==> src/rtl/motion_pkg.sv <==
// Shared types and helpers for the three-zone PIR motion alarm controller.
package motion_pkg;

  typedef enum logic [2:0] {
    DISARMED,
    ARMING,
    ARMED,
    ENTRY,
    ALARM
  } state_t;

  localparam int NUM_ZONES = 3;
  localparam int ZONE_ID_W = 2;

  // Width needed to hold (largest delay - 1), never narrower than one bit.
  function automatic int timer_w(input int a, input int b, input int c);
    int m;
    m = a;
    if (b > m) m = b;
    if (c > m) m = c;
    return (m < 2) ? 1 : $clog2(m);
  endfunction

  // Round-robin pick: first requesting zone searching upward from ptr+1 (mod NUM_ZONES).
  function automatic logic [ZONE_ID_W-1:0] rr_pick(input logic [NUM_ZONES-1:0] req,
                                                   input logic [ZONE_ID_W-1:0] ptr);
    logic [ZONE_ID_W-1:0] pick;
    logic                 found;
    int                   z;
    pick  = '0;
    found = 1'b0;
    for (int k = 1; k <= NUM_ZONES; k++) begin
      z = (int'(ptr) + k) % NUM_ZONES;
      if (!found && req[z[ZONE_ID_W-1:0]]) begin
        pick  = z[ZONE_ID_W-1:0];
        found = 1'b1;
      end
    end
    return pick;
  endfunction

endpackage

==> src/rtl/motion_alarm_ctrl_if.sv <==
// Sensor, control and zone-report signals of the motion alarm controller.
interface motion_alarm_ctrl_if;
  import motion_pkg::*;

  logic                 arm;
  logic                 stop_alarm;
  logic                 pir_sensor_1;
  logic                 pir_sensor_2;
  logic                 pir_sensor_3;
  logic                 armed;
  logic                 alarm;
  logic                 zone_valid;
  logic [ZONE_ID_W-1:0] zone_id;

  modport master (
    output arm, stop_alarm, pir_sensor_1, pir_sensor_2, pir_sensor_3,
    input  armed, alarm, zone_valid, zone_id
  );

  modport slave (
    input  arm, stop_alarm, pir_sensor_1, pir_sensor_2, pir_sensor_3,
    output armed, alarm, zone_valid, zone_id
  );
endinterface

==> src/rtl/pir_qualifier.sv <==
// Per-zone PIR conditioning: 2-flop synchronizer, saturating run counter and
// a one-cycle trip pulse once the input has been high for MIN_PULSE cycles.
module pir_qualifier #(
  parameter int MIN_PULSE = 1
) (
  input  logic clk,
  input  logic rst_n,
  input  logic pir,
  output logic trip
);

  localparam int CNT_W = $clog2(MIN_PULSE + 1);

  logic             sync_1;
  logic             sync_2;
  logic [CNT_W-1:0] run_cnt;

  // NOTE: non-blocking assignments so every flop samples its pre-edge inputs.
  always_ff @(posedge clk or negedge rst_n) begin
    if (!rst_n) begin
      sync_1  <= 1'b0;
      sync_2  <= 1'b0;
      run_cnt <= '0;
    end else begin
      sync_1 <= pir;
      sync_2 <= sync_1;
      if (!sync_2)
        run_cnt <= '0;
      else if (run_cnt != CNT_W'(MIN_PULSE))
        run_cnt <= run_cnt + CNT_W'(1);
    end
  end

  // Fires in the cycle the counter is about to saturate; saturation blocks re-trips.
  assign trip = sync_2 && (run_cnt == CNT_W'(MIN_PULSE - 1));

endmodule

==> src/rtl/motion_alarm_ctrl.sv <==
// Three-zone PIR alarm controller: arm/exit/entry/alarm sequencing plus a
// round-robin zone-report channel. Define ALARM_LATCH_EN to disable auto-silence.
module motion_alarm_ctrl
  import motion_pkg::*;
#(
  parameter int ARM_DELAY     = 16,
  parameter int ENTRY_DELAY   = 8,
  parameter int ALARM_TIMEOUT = 64,
  parameter int MIN_PULSE     = 1
) (
  input logic                clk,
  input logic                rst_n,
  motion_alarm_ctrl_if.slave bus
);

  localparam int TIMER_W = timer_w(ARM_DELAY, ENTRY_DELAY, ALARM_TIMEOUT);
`ifdef ALARM_LATCH_EN
  localparam bit LATCH_ALARM = 1'b1;
`else
  localparam bit LATCH_ALARM = 1'b0;
`endif

  state_t                 state, state_n;
  logic [TIMER_W-1:0]     timer, timer_n;
  logic [NUM_ZONES-1:0]   pending, pending_n;
  logic [ZONE_ID_W-1:0]   pointer, pointer_n;
  logic                   zone_valid_q, zone_valid_n;
  logic [ZONE_ID_W-1:0]   zone_id_q, zone_id_n;

  logic [NUM_ZONES-1:0]   pir_raw;
  logic [NUM_ZONES-1:0]   trip;
  logic [NUM_ZONES-1:0]   grant_mask;
  logic [ZONE_ID_W-1:0]   grant_zone;
  logic                   leaving;

  assign pir_raw = {bus.pir_sensor_3, bus.pir_sensor_2, bus.pir_sensor_1};

  for (genvar i = 0; i < NUM_ZONES; i++) begin : g_zone
    pir_qualifier #(.MIN_PULSE(MIN_PULSE)) u_qual (
      .clk  (clk),
      .rst_n(rst_n),
      .pir  (pir_raw[i]),
      .trip (trip[i])
    );
  end

  always_ff @(posedge clk or negedge rst_n) begin
    if (!rst_n) begin
      state        <= DISARMED;
      timer        <= '0;
      pending      <= '0;
      pointer      <= ZONE_ID_W'(2);
      zone_valid_q <= 1'b0;
      zone_id_q    <= '0;
    end else begin
      state        <= state_n;
      timer        <= timer_n;
      pending      <= pending_n;
      pointer      <= pointer_n;
      zone_valid_q <= zone_valid_n;
      zone_id_q    <= zone_id_n;
    end
  end

  always_comb begin
    // NOTE: every variable gets a default first, so no path can infer a latch.
    state_n      = state;
    timer_n      = timer;
    pointer_n    = pointer;
    zone_valid_n = 1'b0;
    zone_id_n    = zone_id_q;
    grant_mask   = '0;

    case (state)
      DISARMED: if (bus.arm) begin
        state_n = ARMING;
        timer_n = TIMER_W'(ARM_DELAY - 1);
      end
      ARMING: begin
        if (!bus.arm)         state_n = DISARMED;
        else if (timer == '0) state_n = ARMED;
        else                  timer_n = timer - TIMER_W'(1);
      end
      ARMED: begin
        if (!bus.arm) state_n = DISARMED;
        else if (|pending) begin
          state_n = ENTRY;
          timer_n = TIMER_W'(ENTRY_DELAY - 1);
        end
      end
      ENTRY: begin
        if (!bus.arm)            state_n = DISARMED;
        else if (bus.stop_alarm) state_n = ARMED;
        else if (timer == '0) begin
          state_n = ALARM;
          if (!LATCH_ALARM) timer_n = TIMER_W'(ALARM_TIMEOUT - 1);
        end else                 timer_n = timer - TIMER_W'(1);
      end
      ALARM: begin
        if (!bus.arm)            state_n = DISARMED;
        else if (bus.stop_alarm) state_n = ARMED;
        else if (!LATCH_ALARM) begin
          if (timer == '0) state_n = ARMED;
          else             timer_n = timer - TIMER_W'(1);
        end
      end
      default: state_n = DISARMED;
    endcase

    // Dropping back to DISARMED/ARMED flushes all outstanding reports.
    leaving    = (state_n != state) && (state_n == DISARMED || state_n == ARMED);
    grant_zone = rr_pick(pending, pointer);
    if ((state == ENTRY || state == ALARM) && (|pending) && !leaving) begin
      grant_mask   = NUM_ZONES'(1) << grant_zone;
      zone_valid_n = 1'b1;
      zone_id_n    = grant_zone;
      pointer_n    = grant_zone;
    end

    if (leaving)
      pending_n = '0;
    else if (state == ARMED || state == ENTRY || state == ALARM)
      pending_n = (pending & ~grant_mask) | trip;
    else
      pending_n = pending & ~grant_mask;
  end

  assign bus.armed      = (state == ARMED) || (state == ENTRY) || (state == ALARM);
  assign bus.alarm      = (state == ALARM);
  assign bus.zone_valid = zone_valid_q;
  assign bus.zone_id    = zone_id_q;

endmodule

==> src/flat_wrapper.sv <==
// flat-port wrapper written by rule: the top's interface ports become plain ports
module motion_alarm_ctrl_flat import motion_pkg::*;
#(
  parameter int ARM_DELAY     = 16,
  parameter int ENTRY_DELAY   = 8,
  parameter int ALARM_TIMEOUT = 64,
  parameter int MIN_PULSE     = 1
)
  (clk, rst_n, bus_arm, bus_stop_alarm, bus_pir_sensor_1, bus_pir_sensor_2, bus_pir_sensor_3, bus_armed, bus_alarm, bus_zone_valid, bus_zone_id);
  motion_alarm_ctrl_if bus_i ();
  input logic clk;
  input logic rst_n;
  input wire logic [$bits(bus_i.arm)-1:0] bus_arm;
  input wire logic [$bits(bus_i.stop_alarm)-1:0] bus_stop_alarm;
  input wire logic [$bits(bus_i.pir_sensor_1)-1:0] bus_pir_sensor_1;
  input wire logic [$bits(bus_i.pir_sensor_2)-1:0] bus_pir_sensor_2;
  input wire logic [$bits(bus_i.pir_sensor_3)-1:0] bus_pir_sensor_3;
  output wire logic [$bits(bus_i.armed)-1:0] bus_armed;
  output wire logic [$bits(bus_i.alarm)-1:0] bus_alarm;
  output wire logic [$bits(bus_i.zone_valid)-1:0] bus_zone_valid;
  output wire logic [$bits(bus_i.zone_id)-1:0] bus_zone_id;
  assign bus_i.arm = bus_arm;
  assign bus_i.stop_alarm = bus_stop_alarm;
  assign bus_i.pir_sensor_1 = bus_pir_sensor_1;
  assign bus_i.pir_sensor_2 = bus_pir_sensor_2;
  assign bus_i.pir_sensor_3 = bus_pir_sensor_3;
  assign bus_armed = bus_i.armed;
  assign bus_alarm = bus_i.alarm;
  assign bus_zone_valid = bus_i.zone_valid;
  assign bus_zone_id = bus_i.zone_id;
  motion_alarm_ctrl #(.ARM_DELAY(ARM_DELAY), .ENTRY_DELAY(ENTRY_DELAY), .ALARM_TIMEOUT(ALARM_TIMEOUT), .MIN_PULSE(MIN_PULSE)) u_core (.clk(clk), .rst_n(rst_n), .bus(bus_i));
endmodule
==> config.mk <==
export PLATFORM = sky130hd
export DESIGN_NAME = motion_alarm_ctrl_flat
export DESIGN_NICKNAME = d
export VERILOG_FILES = /design/src/rtl/motion_pkg.sv /design/src/rtl/motion_alarm_ctrl_if.sv /design/src/rtl/pir_qualifier.sv /design/src/rtl/motion_alarm_ctrl.sv /design/src/flat_wrapper.sv
export SDC_FILE = /design/constraint.sdc
export NUM_CORES = 1
export LEC_CHECK = 0
export BUFFER_PORTS_ARGS = -buffer_cell sky130_fd_sc_hd__buf_4
export CAP_MARGIN = 10
export CELL_PAD_IN_SITES_DETAIL_PLACEMENT = 1
export CELL_PAD_IN_SITES_GLOBAL_PLACEMENT = 1
export CORE_MARGIN = 5
export CORE_UTILIZATION = 49
export DETAILED_ROUTE_END_ITERATION = 7
export PLACE_DENSITY = 0.87
export SLEW_MARGIN = 15
export SYNTH_ARGS = -nofsm -noshare
export SYNTH_HDL_FRONTEND = slang
export SYNTH_SLANG_ARGS = --single-unit
==> constraint.sdc <==
create_clock -name clk -period 6.8 [get_ports clk]
set_input_delay 0.68 -clock clk [delete_from_list [all_inputs] [get_ports clk]]
set_output_delay 0.68 -clock clk [all_outputs]
set_load 0.005 [all_outputs]
# [Word level (Yosys, flattened, before mapping)]
# Cells that the tools add are included.
# Widths: inputs -> output; s select.
[word_totals] reg_bits=26 latch_bits=0 ramBits=0 mem_bits_ro=0 input_bits=7 output_inout_bits=5 word_cells=113 n_memories=0
[classes] addsub=7 n_mul=0 div_mod_pow=3 order_cmp=3 n_eq_ne=14 shift=1 n_mux=43 bitwise_logic=6 n_reduce_logical=21
[ops] operator="$mod 32x3->32 const B" n=3
[ops] operator="$mux 6" n=10
[ops] operator="$mux 3" n=13
[ops] operator="$pmux 6 s5" n=1
[ops] operator="$pmux 3 s5" n=1
[ops] operator="$ne 2x2->1 const B" n=7
[ops] operator="$mux 1" n=12
[ops] operator="$eq 3x2->1 const B" n=3
[ops] operator="$lt 2x3->1 const B" n=3
[ops] operator="$reduce_and 9->1" n=1
[ops] operator="$logic_and 1x1->1" n=8
[ops] operator="$add 2x2->3 const B" n=2
[ops] operator="$bmux 1 s2" n=3
[ops] operator="$logic_not 3->1" n=2
[ops] operator="$logic_not 6->1" n=1
[ops] operator="$mux 2" n=3
[ops] operator="$sub 6x1->6 const B" n=1
[ops] operator="$reduce_bool 5->1" n=1
[ops] operator="$logic_or 1x1->1" n=4
[ops] operator="$add 1x1->1 const B" n=3
[ops] operator="$add 2x1->3 const B" n=1
[ops] operator="$and 3x3->3" n=1
[ops] operator="$eq 3x1->1 const B" n=1
[ops] operator="$eq 3x3->1 const B" n=1
[ops] operator="other kinds (8)" n=12

# [Longest topological paths before layout]
# Gate-level depths: netlist (run 1).
[logic_depth] depth_word=18 ltp_mapped=9 ltp_nobuf=7

# [Hierarchy]
# Synthesis (run 1) repeated with hierarchy kept, for this count alone.
[unflattened] cells_unflattened=132 hier_area_um2=1401.3
[by_module_without_submodules] mod="motion_alarm_ctrl" n_inst=1 cells_each=120 area_each_um2=1134.8 seq_area_each_um2=401.6
[by_module_without_submodules] mod="pir_qualifier" n_inst=3 cells_each=4 area_each_um2=88.8 seq_area_each_um2=75.1

# [Worst setup path before layout (run 1)]
# OpenSTA, ideal clock, no wires.
[synth_path] path_kind="register to register" start="reg u_core.timer[0]" end="reg u_core.timer[1]" setup_time_ps=125 arrival_time_ps=2311 t_required_ps=6675 path_slack_ps=4364 stages_incl_launch_ff=10 path_buffers=2 period_less_slack_ps=2436 cell_sequence="dfrtp_1 > inv_1 > ha_1 > or4b_4 > or2_0 > buf_2 > a211oi_4 > or2_1 > buf_6 > mux2_4"
[synth_between] elab_chain_len=5 elab_cells_between_ends=10 classes_between="add/sub: 1; mux: 8; reduce/logical: 1"
[synth_lines] element="from (decl)" line="motion_alarm_ctrl.sv:24" source="logic [TIMER_W-1:0] timer, timer_n;"
[synth_lines] element="from (signal assigned)" line="motion_alarm_ctrl.sv:57" source="timer <= timer_n;"
[synth_lines] element="$sub 6x1->6 or $logic_not 6->1 (tied branches)"
[synth_lines] element="$mux 6 (on tied branches)" line="motion_alarm_ctrl.sv:81, motion_alarm_ctrl.sv:103, motion_alarm_ctrl.sv:94"
[synth_lines] element="$mux 6 (on tied branches)" line="motion_alarm_ctrl.sv:101, motion_alarm_ctrl.sv:93"
[synth_lines] element="$mux 6 (on tied branches)" line="motion_alarm_ctrl.sv:100, motion_alarm_ctrl.sv:92"
[synth_lines] element="$pmux 6 s5 *" line="motion_alarm_ctrl.sv:74" source="case (state)"
# Mark *: on every way between the ends. The rest lies on a longest branch, timed or not. The select of a mux whose other input is x is not followed.
# A chain may end at the register's enable or synchronous reset.

# [Worst setup path in the final report (run 1)]
# Ends and elaborated chain as after synthesis.

==> reports/results.txt, run 1 <==
Post-CTS Setup Bufs: 0
Design area: 0.00140 mm2
Int Pwr: 0.000212 W
Layout Nets: 138
Crit-path cells: inv_1 > ha_1 > or4b_4 > or2_0 > a211oi_4 > or2_1 > mux2_4
Avg WL per Cell: 17.8 um
PwrDens: 219 mW/mm2
Post-synthesis simple-gate area fraction: 18.1%
Setup violators final: 0
Post-synth EDFFs: 0
Least-Margin Pin Slew: 606 ps
RSZ-0062 raised after global routing: false
Share of layout cells above drive strength 1: 22.0%
Slowest-stage cell, CP: or4b_4
Vias in the first global route: 1048
Hold Violations, Final: 0
Syn Inst Count: 117
Fin crit period: 2780 ps
Distinct cells, synth: 51
Fin crit share: 40.8%
Ys async rst share: 100%
Most common cell in the netlist: dfrtp_1
First-pass GRT wire length: 4.71 mm
Maximum vdd ir drop: 187 uV
Area Overhead vs Synth: 8.32%
Port bufs: 11
Die Wd: 61.4 um
Synth warn: 0
Register bit total from synthesis: 25
CP Max Fanout: 9
Net switching power: 0.0000942 W
Core ar.: 0.00250 mm2
Post-synthesis mux area share: 4.55%
Worst path bufs/invs: 1
CTS tree: done
CP required: 7030 ps
Post-synth net total: 127
# resized after CTS: 0
Antenna violations before repair: 0
Post-route ant nets: 0
Routed wire length: 2.80 mm
Clk buf depth: 2
Skew-Pair Late Insertion Delay: 340 ps
Starting Density: 51.8%
Post-DP HPWL: 2.10 mm
Number of cell rows: 18
Status: finished clean
Synthesized-area fraction occupied by adder cells: 3.68%
Maximum clock frequency: 360 MHz
Nature of the critical path startpoint: flip-flop
DRC: 0
HP Class: primary input to async pin
Setup crit start: u_core.timer[0]
Setup TNS Final: 0 ps
Part of the power in registers: 57.1%
Compound-gate portion of the synthesized area: 19.5%
Synth Cell Area: 0.00129 mm2
Post-Syn Area per Cell: 11.1 um2
Hold_ws: 206 ps
Largest family of logic cells by synthesized area: compound AO/OA/AOI/OAI gates
Sequential area share after synthesis: 48.5%
Slew HR: 59.5%
Drt first pass iters: 4
Vias: 958
Leading area contributor after synthesis: dfrtp_1
Clk slew on worst S/H paths: 150 ps
Fin. max-slew vios: 0
GRT Resource Usage Total: 17.5%
Post-route worst setup slack: 4020 ps
H-tree lvl count: 1
IO Count: 12
Synth top cells by count: 24 x dfrtp_1, 9 x nor2_1, 6 x inv_1
Placement Setup Slack: 4080 ps
Hold_buf cts: 0
Root Driver: clkbuf_4
Top delay family on crit path: simple AND/OR/NAND/NOR gates
Sink Count: 25
Congestion Overflow GR: 0
Synth Flop Type: dfrtp_1
Die Y: 61.4 um
Synth area leaders: dfrtp_1 46%, ha_1 2.9%, nor2_1 2.6%
CP Class: flip-flop to flip-flop
Die area: 0.00377 mm2
CP peak stage delay: 490 ps
Clk pwr share: 23.0%
Critical Path AT: 3010 ps
Post-place instance area: 0.00137 mm2
Diodes inserted: 0
XOR/XNOR Fraction of Synth Area: 0.677%
DR iter-0 viols: 18
Routability cong.: 0.878
Clock Skews: 12.1 ps
Fillers: 264
Max_cap viols: 0
Switching share of power: 30.8%
Lkg Pwr: 0.615 nW
Finished Core Util: 56.1%
Vias per inst: 6.10
Worst setup EP type: flip-flop
R2r startpoint: u_core.timer[0]
Largest net degree at the start of global routing: 26
TritonCTS Buffers: 3
Area share of the largest cell type after synthesis: 46.4%
Combinational Power Share: 19.9%
## routing by layer
layer / global-route usage, % / vias to the layer above / share of wire (%)
li1: - / 452 / -
met1: 19.1 / 480 / 40
met2: 31.0 / 17 / 53
met3: 3.56 / 9 / 3.2
met4: 10.9 / 0 / 3.3
met5: 0 / - / 0
## per-stage QoR
| stage | std cells | power [W] |
|---|---|---|
| final | 157 | 0.000306 |
| after global routing | 157 | 0.000324 |
| after CTS | 157 | 0.000311 |
| after detailed placement | 153 | 0.000239 |
| after global placement | 153 | 0.000231 |
| after floorplan | 117 | 0.000219 |
## registers in the layout (all words and copies together) (netlist names)
register	flops
u_core.g_zone.u_qual.sync_2	3
u_core.g_zone.u_qual.sync_1	3
u_core.bus.zone_valid	1
u_core.timer	6
u_core.state	3
u_core.bus.zone_id	1
u_core.pointer	2
u_core.g_zone.u_qual.run_cnt	3
u_core.pending	3
## cell usage in the layout (no fill, tap or decap), types with 2 or more instances in the layout
master,netlist,layout
ha_1,3,3
or3_1,2,2
a22oi_1,3,3
o211ai_1,2,2
a211oi_1,2,2
o31ai_1,3,3
a31oi_1,2,2
buf_4,2,11
mux2_2,3,3
a21oi_1,5,5
clkbuf_4,0,3
nor2_1,9,9
dfrtp_1,24,24
nor3_1,5,5
o21ai_0,5,5
nand2_1,3,3
nand3b_1,3,3
inv_1,6,6
## area by class of cell
cell class,count,area [um2],area share [%]
Sequential cell,25,627,44.7
Multi-Input combinational cell,81,602,42.9
Timing Repair Buffer,11,82.6,5.89
Tap cell,30,37.5,2.68
Clock buffer,3,22.5,1.61
Inverter,6,22.5,1.61
Clock inverter,1,7.51,0.536
## cell families (layout without fill, tap and decap cells)
kind of cell,Yosys count,count (layout)
compound gates,33,33
xor+xnor,1,1
fa+ha+maj,4,4
buf+inv,11,21
flops,25,25
mux,5,5
simple gates,38,38
## path summary, 6_finish.rpt
kind / cells after the start / slack (ps) / to
worst max-delay path: 7 / 4020 / u_core.timer[1]
worst min-delay path: 1 / 210 / u_core.timer[4]
worst max register to register: 7 / 4020 / u_core.timer[1]
worst min register to register: 0 / 370 / u_core.g_zone[2].u_qual.sync_2
max in group asynchronous: 1 / 6290 / u_core.pointer[1]
min in group clk: 0 / 370 / u_core.g_zone[2].u_qual.sync_2
## power groups by stage
stage | Sequential, W | Combinational, W | Clock (W)
2_1_floorplan | 0.000173 | 0.0000462 | 0
3_3_place_gp | 0.000176 | 0.0000551 | 0
3_5_place_dp | 0.000178 | 0.0000611 | 0
4_1_cts | 0.000175 | 0.0000621 | 0.0000741
5_1_grt | 0.000177 | 0.0000679 | 0.0000790
6_report | 0.000175 | 0.0000609 | 0.0000706
(Power assumes the default switching activity.)
==> inputs of run 2 (changes only) <==
--- a/config.mk
+++ b/config.mk
@@ -10,9 +10,9 @@
 export CELL_PAD_IN_SITES_DETAIL_PLACEMENT = 1
 export CELL_PAD_IN_SITES_GLOBAL_PLACEMENT = 1
 export CORE_MARGIN = 5
-export CORE_UTILIZATION = 49
+export CORE_UTILIZATION = 41
 export DETAILED_ROUTE_END_ITERATION = 7
-export PLACE_DENSITY = 0.87
+export PLACE_DENSITY = 0.78
 export SLEW_MARGIN = 15
 export SYNTH_ARGS = -nofsm -noshare
 export SYNTH_HDL_FRONTEND = slang
==> constraint.sdc (replaced) <==
create_clock -name clk -period 2.3 [get_ports clk]
set_input_delay 0.23 -clock clk [delete_from_list [all_inputs] [get_ports clk]]
set_output_delay 0.23 -clock clk [all_outputs]
set_load 0.005 [all_outputs]
==> run 2 against run 1 <==
  * Die area up 16%
  * Total power rose to 3.1 times the previous value
  * Via count up 7.5%
  * Register-to-register slack worse by 4000 ps
  * Critical path depth up 1
  * Cell count up 19%
  * Sequential power rose to 2.9 times the previous value
  * Setup slack worse by 4000 ps
  * Fmax up 24%
  * Flip-flop and latch count unchanged
  * Sequential share of layout area down 5.1 points
  * Largest cell class is now multi-input gates
  * Highest routed layer unchanged
==> reports/results.txt, run 2 (same netlist as run 1, synthesis figures left out) <==
Die Wd: 66.2 um
Cells on worst reg2reg path: 8
Int Pwr: 0.000662 W
Hold_ws: 164 ps
Diodes inserted: 0
Vias: 1030
PwrDens: 608 mW/mm2
Lkg Pwr: 0.693 nW
Core ar.: 0.00303 mm2
Hold Violations, Final: 0
Vias in the first global route: 1156
Antenna violations before repair: 0
Post-DP HPWL: 2.43 mm
Die Y: 66.2 um
RSZ-0062 raised after global routing: true
H-tree lvl count: 1
DR iter-0 viols: 30
Starting Density: 42.7%
HP Class: primary input to flip-flop
Largest register FFs: 6
Hold Path End: u_core.state[1]
Critical Path AT: 2470 ps
CP required: 2540 ps
Slew HR: 61.1%
Clock Skews: 6.02 ps
Post-route worst setup slack: 67.1 ps
Fin crit period: 2230 ps
Hold path depth: 3
Nature of the critical path startpoint: flip-flop
Worst reg2reg setup slack: 70 ps
Vias per inst: 5.51
Maximum clock frequency: 448 MHz
Net switching power: 0.000300 W
Number of cell rows: 20
Post-route ant nets: 0
Commonest cells after routing, fill and taps aside: 24 x dfrtp_1, 22 x buf_4, 8 x nor2_1
Share of layout cells above drive strength 1: 32.9%
Max_cap viols: 0
CP Max Fanout: 6
Part of the power in registers: 53.4%
Placement Setup Slack: 4.80 ps
Placed instance count: 177
R2r startpoint: u_core.timer[0]
TritonCTS Buffers: 3
Clk buf depth: 2
DRC: 0
Avg WL per Cell: 17.0 um
Largest net degree at the start of global routing: 26
Layout Nets: 154
GRT Resource Usage Total: 16.5%
Register name with the most flops: u_core.timer
Clk slew on worst S/H paths: 150 ps
Congestion Overflow GR: 0
Switching share of power: 31.2%
Maximum vdd ir drop: 294 uV
Port bufs: 11
Fin crit share: 97.1%
Most common cell after layout, fill and taps aside: dfrtp_1
First-pass GRT wire length: 5.44 mm
Die area: 0.00438 mm2
Fin. max-slew vios: 0
Routability cong.: 0.841
Worst setup EP type: flip-flop
Least-Margin Pin Slew: 583 ps
Area Overhead vs Synth: 22.3%
Setup violators final: 0
Combinational Power Share: 24.7%
RR Endpoint: u_core.bus.zone_id[1]
Routed wire length: 3.17 mm
Sink Count: 25
IO Count: 12
Root Driver: clkbuf_4
Non-Filler Instances: 187
Skew-Pair Late Insertion Delay: 340 ps
Status: finished clean
Drt first pass iters: 4
Worst hold start: bus_stop_alarm
CTS tree: done
CP Class: flip-flop to flip-flop
Clk pwr share: 21.9%
run 2: cell types whose count changed in the layout (fill, tap and decap cells not counted), sizes merged:
cell and delta:
dlygate4sd3 +4, buf +12
run 2: area by class of cell:
type / count / area [um2]
multi-input combinational: 81 / 632
tap: 44 / 55.1
fill: 342 / 1450
clock buffer: 3 / 22.5
timing repair buffer: 27 / 216
inverter: 6 / 22.5
sequential: 25 / 627
clock inverter: 1 / 7.51
run 2: metal layers:
layer | vias to the layer above | track usage (%) | routed length, um
met3 | 7 | 1.70 | 54
met1 | 529 | 18.9 | 1300
met2 | 13 | 30.2 | 1740
li1 | 481 | - | -
met4 | 0 | 7.87 | 68
met5 | - | 0 | 0
run 2: worst max-delay path, stage by stage, from the launching register on:
cell      delay [ps]
dfrtp_1          430
inv_2            100
ha_4             140
or4b_4           490
or2_4            280
a211oi_4         200
buf_6            170
nor3_4            60
mux2_2           270
run 2: how the worst max path moves through the flow:
stage,from,end,cells after the start
after floorplan,u_core.timer[1],u_core.timer[1],9
after CTS,u_core.timer[0],u_core.bus.zone_id[1],8
after detailed placement,u_core.timer[1],u_core.timer[1],7
after global placement,u_core.timer[1],u_core.timer[2],8
after global routing,u_core.timer[0],u_core.bus.zone_id[1],8
final,u_core.timer[0],u_core.bus.zone_id[1],8
run 2: timing repair:
item	in CTS	in global routing
resized for setup	2	5
hold buffers	4	0
pin swaps	0	1
hold endpoints to repair	27	0
setup buffers	1	1
setup endpoints to repair	5	8
run 2: power by group through the flow:
| stage | sequential (W) | combinational (W) | clock (W) |
|---|---|---|---|
| CTS | 0.000512 | 0.000233 | 0.000218 |
| global route | 0.000518 | 0.000264 | 0.000230 |
| global placement | 0.000518 | 0.000191 | 0 |
| floorplan | 0.000513 | 0.000148 | 0 |
| detailed placement | 0.000524 | 0.000210 | 0 |
| finish | 0.000514 | 0.000238 | 0.000211 |
run 2: metrics by stage:
step | total power (W) | util [%] | setup TNS [ps] | instance area (um2)
floorplan | 0.000661 | - | -129 | 1310
global placement | 0.000709 | 48.8 | 0 | 1480
detailed placement | 0.000734 | 48.8 | 0 | 1480
CTS | 0.000963 | 51.4 | 0 | 1560
global route | 0.00101 | 52.3 | -10.0 | 1580
finish | 0.000962 | 52.3 | 0 | 1580
==> inputs of run 3 (changes only) <==
--- a/config.mk
+++ b/config.mk
@@ -10,9 +10,9 @@
 export CELL_PAD_IN_SITES_DETAIL_PLACEMENT = 1
 export CELL_PAD_IN_SITES_GLOBAL_PLACEMENT = 1
 export CORE_MARGIN = 5
-export CORE_UTILIZATION = 41
+export CORE_UTILIZATION = 25
 export DETAILED_ROUTE_END_ITERATION = 7
-export PLACE_DENSITY = 0.78
+export PLACE_DENSITY = 0.54
 export SLEW_MARGIN = 15
 export SYNTH_ARGS = -nofsm -noshare
 export SYNTH_HDL_FRONTEND = slang
==> run 3 against run 2 <==
  * Via count is 1.4% lower
  * Count of clock-buffer cells in the layout did not move
  * Register-to-register slack worse by 20 ps
  * Largest power group unchanged
  * Highest routed layer unchanged
==> reports/results.txt, run 3 (same netlist as run 1, synthesis figures left out) <==
Status: finished clean
Sink Count: 25
Clk buf depth: 2
R2r startpoint: u_core.timer[0]
Layout Nets: 158
Worst setup EP type: flip-flop
Most frequent CP cell: buf_6
HP Class: primary input to flip-flop
GRT Resource Usage Total: 10.1%
Lkg Pwr: 0.728 nW
Most common cell after layout, fill and taps aside: buf_4
Largest net degree at the start of global routing: 26
Post-route worst setup slack: 42.8 ps
Worst hold start: bus_pir_sensor_3
Vias: 1016
CP Max Fanout: 3
Max_cap viols: 0
Fin. max-slew vios: 0
Setup violators final: 0
IO Count: 12
Hold_ws: 55.4 ps
Drt first pass iters: 4
Fin crit period: 2260 ps
Congestion Overflow GR: 0
Hold Violations, Final: 0
Starting Density: 25.5%
Commonest cells after routing, fill and taps aside: 27 x buf_4, 24 x dfrtp_1, 8 x nor2_1
Least-Margin Pin Slew: 509 ps
DR iter-0 viols: 23
Power, Total: 0.00105 W
DRC: 0
Routed wire length: 3.15 mm
Slowest-stage cell, CP: or4b_4
Crit-path cells: inv_2 > ha_4 > or4b_4 > or2_4 > buf_6 > a22o_4 > buf_6 > nor4b_1 > a21oi_1
Post-route ant nets: 0
Area Overhead vs Synth: 29.0%
H-tree lvl count: 1
Die Wd: 81.9 um
Routability cong.: 0.797
CP peak stage delay: 470 ps
CP Class: flip-flop to flip-flop
Top delay family on crit path: simple AND/OR/NAND/NOR gates
Critical Path AT: 2460 ps
Die area: 0.00671 mm2
Die Y: 81.9 um
Number of cell rows: 26
Placement Setup Slack: -28.1 ps
Port bufs: 11
Worst path bufs/invs: 3
Core ar.: 0.00507 mm2
Vias in the first global route: 1091
First-pass GRT wire length: 5.14 mm
Nature of the critical path startpoint: flip-flop
Antenna violations before repair: 0
Slew HR: 65.8%
CTS tree: done
CP required: 2500 ps
Setup crit start: u_core.timer[0]
Vias per inst: 4.68
Maximum clock frequency: 443 MHz
Setup TNS Final: 0 ps
Clk slew on worst S/H paths: 100 ps
Fin crit share: 98.1%
Share of layout cells above drive strength 1: 37.4%
Maximum vdd ir drop: 258 uV
Post-DP HPWL: 2.24 mm
Root Driver: clkbuf_8
Avg WL per Cell: 14.5 um
Skew-Pair Late Insertion Delay: 270 ps
Clock Skews: 4.36 ps
Largest register FFs: 6
RSZ-0062 raised after global routing: true
Placed instance count: 205
TritonCTS Buffers: 3
Register name with the most flops: u_core.timer
PwrDens: 630 mW/mm2
Non-Filler Instances: 217
Diodes inserted: 0
==> run 3: cell count changes in the layout (fill, tap and decap cells not counted) <==
cell,change
nor2_2,+1
nor2_4,-1
a22o_1,-1
clkinvlp_4,-1
inv_6,+1
clkbuf_8,+3
clkbuf_4,-3
buf_6,+2
a22o_4,+1
buf_4,+5
dlygate4sd3_1,-3
==> run 3: stage by stage <==
stage	util [%]	area (um2)
final	32.9	1670
after global placement	30.0	1520
after CTS	31.4	1590
after detailed placement	30.0	1520
after global routing	32.9	1670
after floorplan	-	1310
==> run 3: worst register-to-register path: cells and delay by family (launching register included) <==
| family | cells | cell delay [ps] |
|---|---|---|
| buf+inv | 3 | 340 |
| simple gates | 3 | 890 |
| flops | 1 | 420 |
| compound gates | 2 | 390 |
| fa+ha+maj | 1 | 130 |
==> run 3: final timing paths <==
path	endpoint	slack [ps]	cells past startpoint
setup / recovery	u_core.timer[0]	40	9
hold / removal	u_core.g_zone[2].u_qual.sync_1	60	1
setup reg to reg	u_core.timer[0]	40	9
hold reg to reg	u_core.g_zone[2].u_qual.sync_2	360	0
max in group asynchronous	u_core.pointer[1]	1610	2
min in group asynchronous	u_core.state[0]	380	2
==> run 3: power breakdown <==
| part | switching [W] | internal [W] |
|---|---|---|
| Combinational | 0.000123 | 0.000137 |
| Sequential | 0.0000332 | 0.000478 |
| Clock | 0.000153 | 0.000127 |
| Total | 0.000310 | 0.000742 |
==> run 3: area by class of cell <==
type | instances | area [um2]
Inverter | 6 | 22.5
Clock buffer | 3 | 41.3
Sequential cell | 25 | 627
Tap cell | 70 | 87.6
Multi-Input combinational cell | 81 | 636
Fill cell | 611 | 3410
Timing Repair Buffer | 31 | 246
Clock inverter | 1 | 8.76
==> run 3: layer usage <==
layer / GRT usage [%] / vias to the layer above / part of all wire (%)
li1: - / 488 / -
met1: 11.3 / 511 / 43
met2: 18.3 / 13 / 52
met3: 3.18 / 4 / 3.3
met4: 2.82 / 0 / 0.86
met5: 0 / - / 0
==> run 3: repair_timing <==
| item | in CTS | in global routing |
|---|---|---|
| setup endpoints to repair | 3 | 6 |
| buffers inserted | 0 | 7 |
| pin swaps | 0 | 7 |
| hold buffers | 1 | 0 |
| resized for setup | 3 | 6 |
| endpoints found under the hold margin | 24 | 0 |
